--- config.mk ---
export PLATFORM = sky130hd
export DESIGN_NAME = screen_controller
export DESIGN_NICKNAME = d
export VERILOG_FILES = /design/src/rtl/screen_controller.sv
export SDC_FILE = /design/constraint.sdc
export NUM_CORES = 1
export LEC_CHECK = 0
export CORE_ASPECT_RATIO = 0.75
export CORE_MARGIN = 1
export CORE_UTILIZATION = 35
export CTS_CLUSTER_SIZE = 40
export DETAILED_ROUTE_END_ITERATION = 16
export PLACE_DENSITY = 0.65
export SLEW_MARGIN = 30
export SYNTH_ARGS = -nofsm -noshare
export SYNTH_HDL_FRONTEND = slang
export SYNTH_SLANG_ARGS = --single-unit
--- constraint.sdc ---
create_clock -name clk -period 1.95 [get_ports clk]
set_input_delay 0.585 -clock clk [delete_from_list [all_inputs] [get_ports clk]]
set_output_delay 0.585 -clock clk [all_outputs]
set_load 0.005 [all_outputs]
--- src/rtl/screen_controller.sv ---
// screen_controller: frame-aligned sequencer selecting between the start, main
// and end screens. It holds the main screen in reset outside play and latches
// the final score when play ends.
// Optional build macro SCREEN_FADE_EN: after every screen change, the first
// half of a FADE_FRAMES-long fade shows the new source at half intensity.
module screen_controller #(
   parameter logic [3:0]  WIN_SCORE   = 4'd9,
   parameter int unsigned HOLD_FRAMES = 60,
   parameter int unsigned FRAME_CNT_W = 8,
   parameter int unsigned FADE_FRAMES = 16
) (
   input  logic       clk,
   input  logic       reset,
   input  logic       startOfFrame,
   input  logic       key5IsPressed,
   input  logic [3:0] life,
   input  logic [3:0] score,
   input  logic [7:0] RGB_screen_main,
   input  logic [7:0] RGB_screen_start,
   input  logic [7:0] RGB_screen_end,
   output logic [7:0] RGB_out,
   output logic       main_resetN,
   output logic [1:0] screen,
   output logic [3:0] final_score
);

   typedef enum logic [1:0] {
      ST_START     = 2'd0,
      ST_MAIN      = 2'd1,
      ST_GAME_OVER = 2'd2,
      ST_WIN       = 2'd3
   } state_t;

   localparam logic [FRAME_CNT_W-1:0] HOLD_CNT = FRAME_CNT_W'(HOLD_FRAMES);
   localparam logic [FRAME_CNT_W-1:0] CNT_MAX  = '1;

   state_t                 state_q, state_d;
   state_t                 pend_state_q, pend_state_d;
   logic                   pend_valid_q, pend_valid_d;
   logic [FRAME_CNT_W-1:0] frame_cnt_q, frame_cnt_d;
   logic                   key_prev_q, key_prev_d;
   logic                   main_resetn_q, main_resetn_d;
   logic [1:0]             screen_q, screen_d;
   logic [3:0]             final_score_q, final_score_d;
   logic [7:0]             rgb_q, rgb_d;

   logic                   key_rise;
   logic                   fade_busy;
   logic                   req_valid;
   state_t                 req_state;
   logic                   apply;
   logic [FRAME_CNT_W-1:0] cnt_limit;
   logic [7:0]             rgb_src;

`ifdef SCREEN_FADE_EN
   localparam logic [FRAME_CNT_W-1:0] FADE_CNT  = FRAME_CNT_W'(FADE_FRAMES);
   localparam logic [FRAME_CNT_W-1:0] FADE_HALF = FRAME_CNT_W'(FADE_FRAMES / 2);

   logic [FRAME_CNT_W-1:0] fade_cnt_q, fade_cnt_d;
`endif

   // Key edge detection and fade activity flag
   always_comb begin
      key_rise  = key5IsPressed & ~key_prev_q;
`ifdef SCREEN_FADE_EN
      fade_busy = (fade_cnt_q < FADE_CNT);
`else
      fade_busy = 1'b0;
`endif
   end

   // Per-state screen change request; GAME_OVER outranks WIN
   always_comb begin
      req_valid = 1'b0;
      req_state = ST_START;
      case (state_q)
         ST_START: begin
            if (key_rise && !fade_busy) begin
               req_valid = 1'b1;
               req_state = ST_MAIN;
            end
         end
         ST_MAIN: begin
            if (main_resetn_q) begin
               if (life == 4'd0) begin
                  req_valid = 1'b1;
                  req_state = ST_GAME_OVER;
               end else if (score >= WIN_SCORE) begin
                  req_valid = 1'b1;
                  req_state = ST_WIN;
               end
            end
         end
         default: begin
            if (key_rise && (frame_cnt_q == HOLD_CNT)) begin
               req_valid = 1'b1;
               req_state = ST_START;
            end
         end
      endcase
   end

   // Pending request, frame-aligned state change, frame counter and score latch
   always_comb begin
      state_d       = state_q;
      pend_state_d  = pend_state_q;
      pend_valid_d  = pend_valid_q;
      frame_cnt_d   = frame_cnt_q;
      final_score_d = final_score_q;
      key_prev_d    = key5IsPressed;

      // apply uses the registered pending flag, so a request raised in a
      // startOfFrame cycle waits for the following frame start
      apply     = startOfFrame & pend_valid_q;
      cnt_limit = ((state_q == ST_GAME_OVER) || (state_q == ST_WIN)) ? HOLD_CNT : CNT_MAX;

      if (apply) begin
         state_d      = pend_state_q;
         pend_valid_d = 1'b0;
         frame_cnt_d  = '0;
         if (state_q == ST_MAIN) begin
            final_score_d = score;
         end
      end else begin
         if (req_valid) begin
            pend_valid_d = 1'b1;
            pend_state_d = req_state;
         end
         if (startOfFrame && (frame_cnt_q != cnt_limit)) begin
            frame_cnt_d = frame_cnt_q + 1'b1;
         end
      end

      main_resetn_d = (state_d == ST_MAIN) && (frame_cnt_d != '0);
      screen_d      = state_d;
   end

   // Pixel source select, optionally dimmed during the first half of a fade
   always_comb begin
      case (state_q)
         ST_START: rgb_src = RGB_screen_start;
         ST_MAIN:  rgb_src = RGB_screen_main;
         default:  rgb_src = RGB_screen_end;
      endcase
      rgb_d = rgb_src;
`ifdef SCREEN_FADE_EN
      if (fade_cnt_q < FADE_HALF) begin
         rgb_d = {1'b0, rgb_src[7:6], 1'b0, rgb_src[4:3], 1'b0, rgb_src[1]};
      end
`endif
   end

`ifdef SCREEN_FADE_EN
   // Fade counter restarts on every state change and stops at FADE_FRAMES
   always_comb begin
      fade_cnt_d = fade_cnt_q;
      if (state_d != state_q) begin
         fade_cnt_d = '0;
      end else if (startOfFrame && (fade_cnt_q < FADE_CNT)) begin
         fade_cnt_d = fade_cnt_q + 1'b1;
      end
   end
`endif

   // All state and registered outputs
   always_ff @(posedge clk) begin
      if (reset) begin
         state_q       <= ST_START;
         pend_state_q  <= ST_START;
         pend_valid_q  <= 1'b0;
         frame_cnt_q   <= '0;
         key_prev_q    <= 1'b0;
         main_resetn_q <= 1'b0;
         screen_q      <= '0;
         final_score_q <= '0;
         rgb_q         <= '0;
`ifdef SCREEN_FADE_EN
         fade_cnt_q    <= '0;
`endif
      end else begin
         state_q       <= state_d;
         pend_state_q  <= pend_state_d;
         pend_valid_q  <= pend_valid_d;
         frame_cnt_q   <= frame_cnt_d;
         key_prev_q    <= key_prev_d;
         main_resetn_q <= main_resetn_d;
         screen_q      <= screen_d;
         final_score_q <= final_score_d;
         rgb_q         <= rgb_d;
`ifdef SCREEN_FADE_EN
         fade_cnt_q    <= fade_cnt_d;
`endif
      end
   end

   assign RGB_out     = rgb_q;
   assign main_resetN = main_resetn_q;
   assign screen      = screen_q;
   assign final_score = final_score_q;

endmodule

Yosys cells after proc, flatten, opt, wreduce, memory -nomap -nowiden
Cells that the tools add are included.
{"block": "totals", "reg_bits": 27, "latch_bits": 0, "mem_bits_rw": 0, "romBits": 0, "in_bits": 36, "out_inout_bits": 15, "word_cells": 46, "mem_count": 0}
{"block": "op_classes", "add_sub_neg": 1, "n_mul": 0, "n_div": 0, "n_lt_le_gt_ge": 1, "eq_ne": 6, "shift": 0, "n_mux": 16, "bitwise_logic": 4, "n_reduce_logical": 10}
{"op": "two-way mux 8 bit", "count": 3}
{"op": "one-hot mux 8 bit (2 select lines)", "count": 1}
{"op": "adder 8 x 1 -> 8 bit (second input constant)", "count": 1}
{"op": "== test 8 x 6 -> 1 bit (second input constant)", "count": 1}
{"op": "two-way mux 2 bit", "count": 4}
{"op": "!= test 8 bit", "count": 1}
{"op": "nonzero test 8 bit", "count": 1}
{"op": "two-way mux 1 bit", "count": 6}
{"op": "== test 2 x 1 -> 1 bit (second input constant)", "count": 2}
{"op": "== test 2 bit (second input constant)", "count": 2}
{"op": ">= comparator 4 bit (second input constant)", "count": 1}
{"op": "zero test 4 bit", "count": 1}
{"op": "one-hot mux 2 bit (2 select lines)", "count": 1}
{"op": "AND reduction 2 bit", "count": 2}
{"op": "logical AND 1 bit", "count": 3}
{"op": "bitwise AND 1 bit", "count": 2}
{"op": "zero test 2 bit", "count": 1}
{"op": "inverter 1 bit", "count": 2}
{"op": "one-hot mux 1 bit (2 select lines)", "count": 1}
{"op": "OR reduction 2 bit", "count": 1}
{"op": "logical OR 1 bit", "count": 1}

Depth between registers and ports, before layout
{"block": "logic_depth", "word_depth": 9, "ltp_mapped": 7, "mapped_depth_nobuf": 6}

Worst setup path before layout
Ideal clock, no wire load.
{"block": "synth_path", "path_kind": "input to register", "start": "input life[1]", "end": "register pend_state_q[0]", "setup_time_ns": 0.116, "arrival_time_ns": 1.639, "required_time_ns": 1.834, "path_slack_ns": 0.195, "cell_stages": 5, "n_path_buf": 0, "path_cell_list": "or4_4 a21oi_2 o21bai_2 a21oi_1 a41o_1"}
{"block": "synth_between", "elab_chain_cells": 5, "word_cells_on_any_way": 8, "cone_classes": "6 x mux; 2 x reduce/logical"}
{"item": "from (decl)", "line_no": "16", "rtl": "input logic [3:0] life,"}
{"item": "zero test 4 bit (*)", "line_no": "85", "rtl": "if (life == 4'd0) begin"}
{"item": "two-way mux 1 bit", "line_no": "85"}
{"item": "two-way mux 1 bit", "line_no": "84", "rtl": "if (main_resetn_q) begin"}
{"item": "one-hot mux 1 bit (2 select lines)", "line_no": "76", "rtl": "case (state_q)"}
{"item": "AND reduction 2 bit (no line)"}
{"item": "to (signal assigned)", "line_no": "182", "rtl": "pend_state_q <= pend_state_d;"}
{"item": "to (decl)", "line_no": "38", "rtl": "state_t pend_state_q, pend_state_d;"}
Every way passes the cells marked *; elsewhere a longest branch is shown, timed or not.
A chain may end at the register's enable or synchronous reset.

Final worst setup path
Ends and elaborated chain as after synthesis.

==> impl_metrics.csv <==
group,metric,value,unit
sta,skew,0.00594,ns
flow_run,cap_violations,0,
logic_synthesis,synth_xor_xnor_area_share,1.25,%
logic_synthesis,synth-edff-count,0,
finish,final_nets,264,
logic_synthesis,syn-num-nets,205,
logic_synthesis,synthTopCellsByCount,"nor2_1, dfxtp_1, a21oi_1, nand2_1, mux2i_1",
finish,area_growth,46.4,%
logic_synthesis,synth.area.mux_share,10.1,%
placement,place.gp.congestion,0.852,
sta,fin_ws,0.0176,ns
logic_synthesis,synthSimpleGateAreaFrac,26.1,%
detailed_routing,vias_per_cell,5.09,
detailed_routing,num_vias,1409,
global_route,busiest_layer,"met2",
global_route,grt_pass1_vias,1348,
detailed_routing,post-route-drc-count,0,
cts,cts_buffer_depth,2,
finish,fin_cells,277,
worst_setup_path,end_kind,"flip-flop",
logic_synthesis,async_flop_share,0,%
sta,hold_viol_final,0,
sta,drv_slew,0,
placement,placed_cell_area,0.00200,mm²
finish,final_layout_size_suffix_gt1_share,11.6,%
logic_synthesis,ys.flop_type,"dfxtp_1",
sta,fin_crit_sh,99.1,%
global_route,grt_use_met2,29.5,%
power,netSwitchingFraction,22.8,%
cts,clkSinkCount,27,
logic_synthesis,ys_types,45,
detailed_routing,antenna_left,0,
logic_synthesis,synthMostInstantiatedCell,"nor2_1",
sta,rsz0062_at_grt,"yes",
detailed_routing,drtIter0Drc,54,
global_route,grt_max_degree,23,
floorplan,initial_utilization,37.4,%
power,switching_power,0.000247,W
floorplan,num_rows,19,
logic_synthesis,synth_compound_area_share,16.6,%
sta,max_freq,0.518,GHz
global_route,grt_usage,18.1,%
min_path,hold_depth,2,
cts,root_buffer,"clkbuf_8",
power,leakage,0.801,nW
sta,slew_headroom,76.2,%
power,power_frac_comb,17.9,%
global_route,grt_pass1_wl,5.90,mm
min_path,worstHoldEndpoint,"pend_state_q[1]$_SDFFE_PP0P_",
power,seq_power_share,53.7,%
worst_setup_path,path_class,"in -> reg",
worst_setup_path,regToRegSetupSlack,0.27,ns
logic_synthesis,netlist_area,0.00141,mm²
cts,cts_buffers,3,
placement,post-place-ws,-0.274,ns
worst_setup_path,required,2.12,ns
logic_synthesis,ys_seq_area_share,38.4,%
global_route,gr-total-overflow,0,
worst_setup_path,crit_path_start_kind,"input pin",
power,p_int,0.000839,W
finish,n_antenna_cell,0,
min_path,hp-class,"reg -> reg",
logic_synthesis,synth_top_area_share,38.4,%
power,p_per_area,528,mW/mm²
floorplan,die_w,75.2,µm
power,power,0.00109,W
logic_synthesis,yosys_register_bits,27,
sta,fin_crit,1.93,ns
sta,setup_tns,0,ns
global_route,met3_usage,4.31,%
power,clkPwrFrac,28.4,%
worst_setup_path,path_max_fanout,2,
cts,clk_pin_slew,0.09,ns
placement,port_buffers,50,
placement,dp_hpwl,2.81,mm
logic_synthesis,synth_fa_ha_area_share,1.78,%
worst_setup_path,r2r_end,"main_resetN$_SDFF_PP0_",
logic_synthesis,synth_top_family_by_area,"simple AND/OR/NAND/NOR gates",
logic_synthesis,yosys_warnings,0,
logic_synthesis,synth.top_cells.by_area,"dfxtp_1, mux2i_1, nor2_1",
cts,cts_tree,"yes",
logic_synthesis,synth_largest_area_cell,"dfxtp_1",
floorplan,fp.dieArea,0.00428,mm²
worst_setup_path,worst-r2r-cell-count,6,
placement,place_inst,273,
sta,worstMarginPinSlew,0.356,ns
floorplan,die_y,56.9,µm
cts,postCtsSetupRepairBufs,0,
logic_synthesis,synth_cells,167,
logic_synthesis,avgSynthCellArea,8.42,µm²
floorplan,core,0.00376,mm²
sta,finalSetupViolCount,0,
finish,final_area,0.00206,mm²
status,outcome,"complete, no violations",
global_route,grtUsageMet1,23.6,%
floorplan,ios,51,
power,ir_drop,0.000313,V
global_route,antenna_found_initial,0,
cts,clkLatencyLatePin,0.27,ns
cts,cts.htree.levels,1,
worst_setup_path,r2r_start,"frame_cnt_q[0]$_SDFF_PP0_",
detailed_routing,dr.pass1.iters,4,
detailed_routing,wire_per_inst,12.7,µm
min_path,hold_path.startpoint,"pend_state_q[1]$_SDFFE_PP0P_",
worst_setup_path,arrival,2.10,ns
detailed_routing,routed_wl,3.53,mm
-- critical path: stages --
cell             delay (ns)
clkdlybuf4s50_1        0.40
or4_4                  0.55
a21oi_4                0.14
o21bai_2               0.14
a21oi_1                0.08
a41o_1                 0.20
-- cell usage in the layout (no fill, tap or decap), types with 2 or more instances in the layout --
cell type / synthesis / final
dfxtp_1: 27 / 27
nand3_1: 4 / 4
inv_1: 4 / 4
nand2_1: 14 / 14
and4_1: 2 / 2
nand3b_1: 2 / 2
a21oi_1: 14 / 14
or2b_2: 2 / 2
nor2_1: 34 / 34
o31ai_1: 2 / 2
clkdlybuf4s50_1: 0 / 49
nor3_1: 2 / 2
a31oi_1: 4 / 4
o21ai_0: 6 / 6
mux2i_1: 13 / 13
buf_4: 0 / 13
ha_1: 2 / 2
clkbuf_8: 1 / 3
and2_1: 2 / 2
-- per-layer routing --
metal  vias up  wire length (µm)
li1        701                 -
met1       654              1600
met2        50              1700
met3         4               191
met4         0                39
met5         -                 0
-- logic make-up (layout without fill, tap and decap cells) --
family / after synthesis / count (layout)
flip-flops: 27 / 27
AO/OA/AOI/OAI: 36 / 36
AND/OR/NAND/NOR: 73 / 73
XOR/XNOR: 2 / 2
multiplexers: 14 / 14
buffers and inverters: 13 / 71
adder cells (fa/ha/maj): 2 / 2
-- sequential cells by signal, summed over array words and instances, names as in the netlist --
signal / count
RGB_out: 8
frame_cnt_q: 8
final_score: 4
pend_state_q: 2
screen: 2
key_prev_q: 1
main_resetN: 1
pend_valid_q: 1
-- how the worst max path moves through the flow --
stage	startpoint	endpoint	slack [ns]
finish	life[1]	pend_state_q[0]$_SDFFE_PP0P_	0.02
global route	life[1]	pend_state_q[0]$_SDFFE_PP0P_	-0.03
CTS	life[1]	pend_state_q[0]$_SDFFE_PP0P_	0.02
detailed placement	life[1]	pend_state_q[0]$_SDFFE_PP0P_	-0.27
global placement	life[1]	pend_state_q[0]$_SDFFE_PP0P_	-0.21
floorplan	life[1]	pend_state_q[0]$_SDFFE_PP0P_	0.19
-- through the flow --
step / utilization, % / hold slack, ns
floorplan: - / 0.432
global placement: 53.3 / 0.449
detailed placement: 53.3 / 0.468
CTS: 54.5 / 0.484
global route: 54.8 / 0.501
finish: 54.8 / 0.482
-- final cells by class --
type	count	area [µm²]
clock buffer	4	45.0
fill	377	1700
inverter	4	15.0
multi-input combinational	127	792
sequential	27	541
tap	52	65.1
timing repair buffer	63	601
-- power groups by stage --
stage                     registers [W]  clock network [W]  logic [W]
after floorplan                0.000591                  0  0.0000785
after global placement         0.000596                  0   0.000190
after detailed placement       0.000596                  0   0.000194
after CTS                      0.000583           0.000326   0.000196
after global routing           0.000586           0.000348   0.000214
final                          0.000583           0.000308   0.000195
-- timing repair --
item                                    in CTS  in global routing
endpoints found under the setup margin       0                  2
hold buffers                                 0                  0
gates resized for setup                      0                  2
Power figures use the tool's default switching activity.
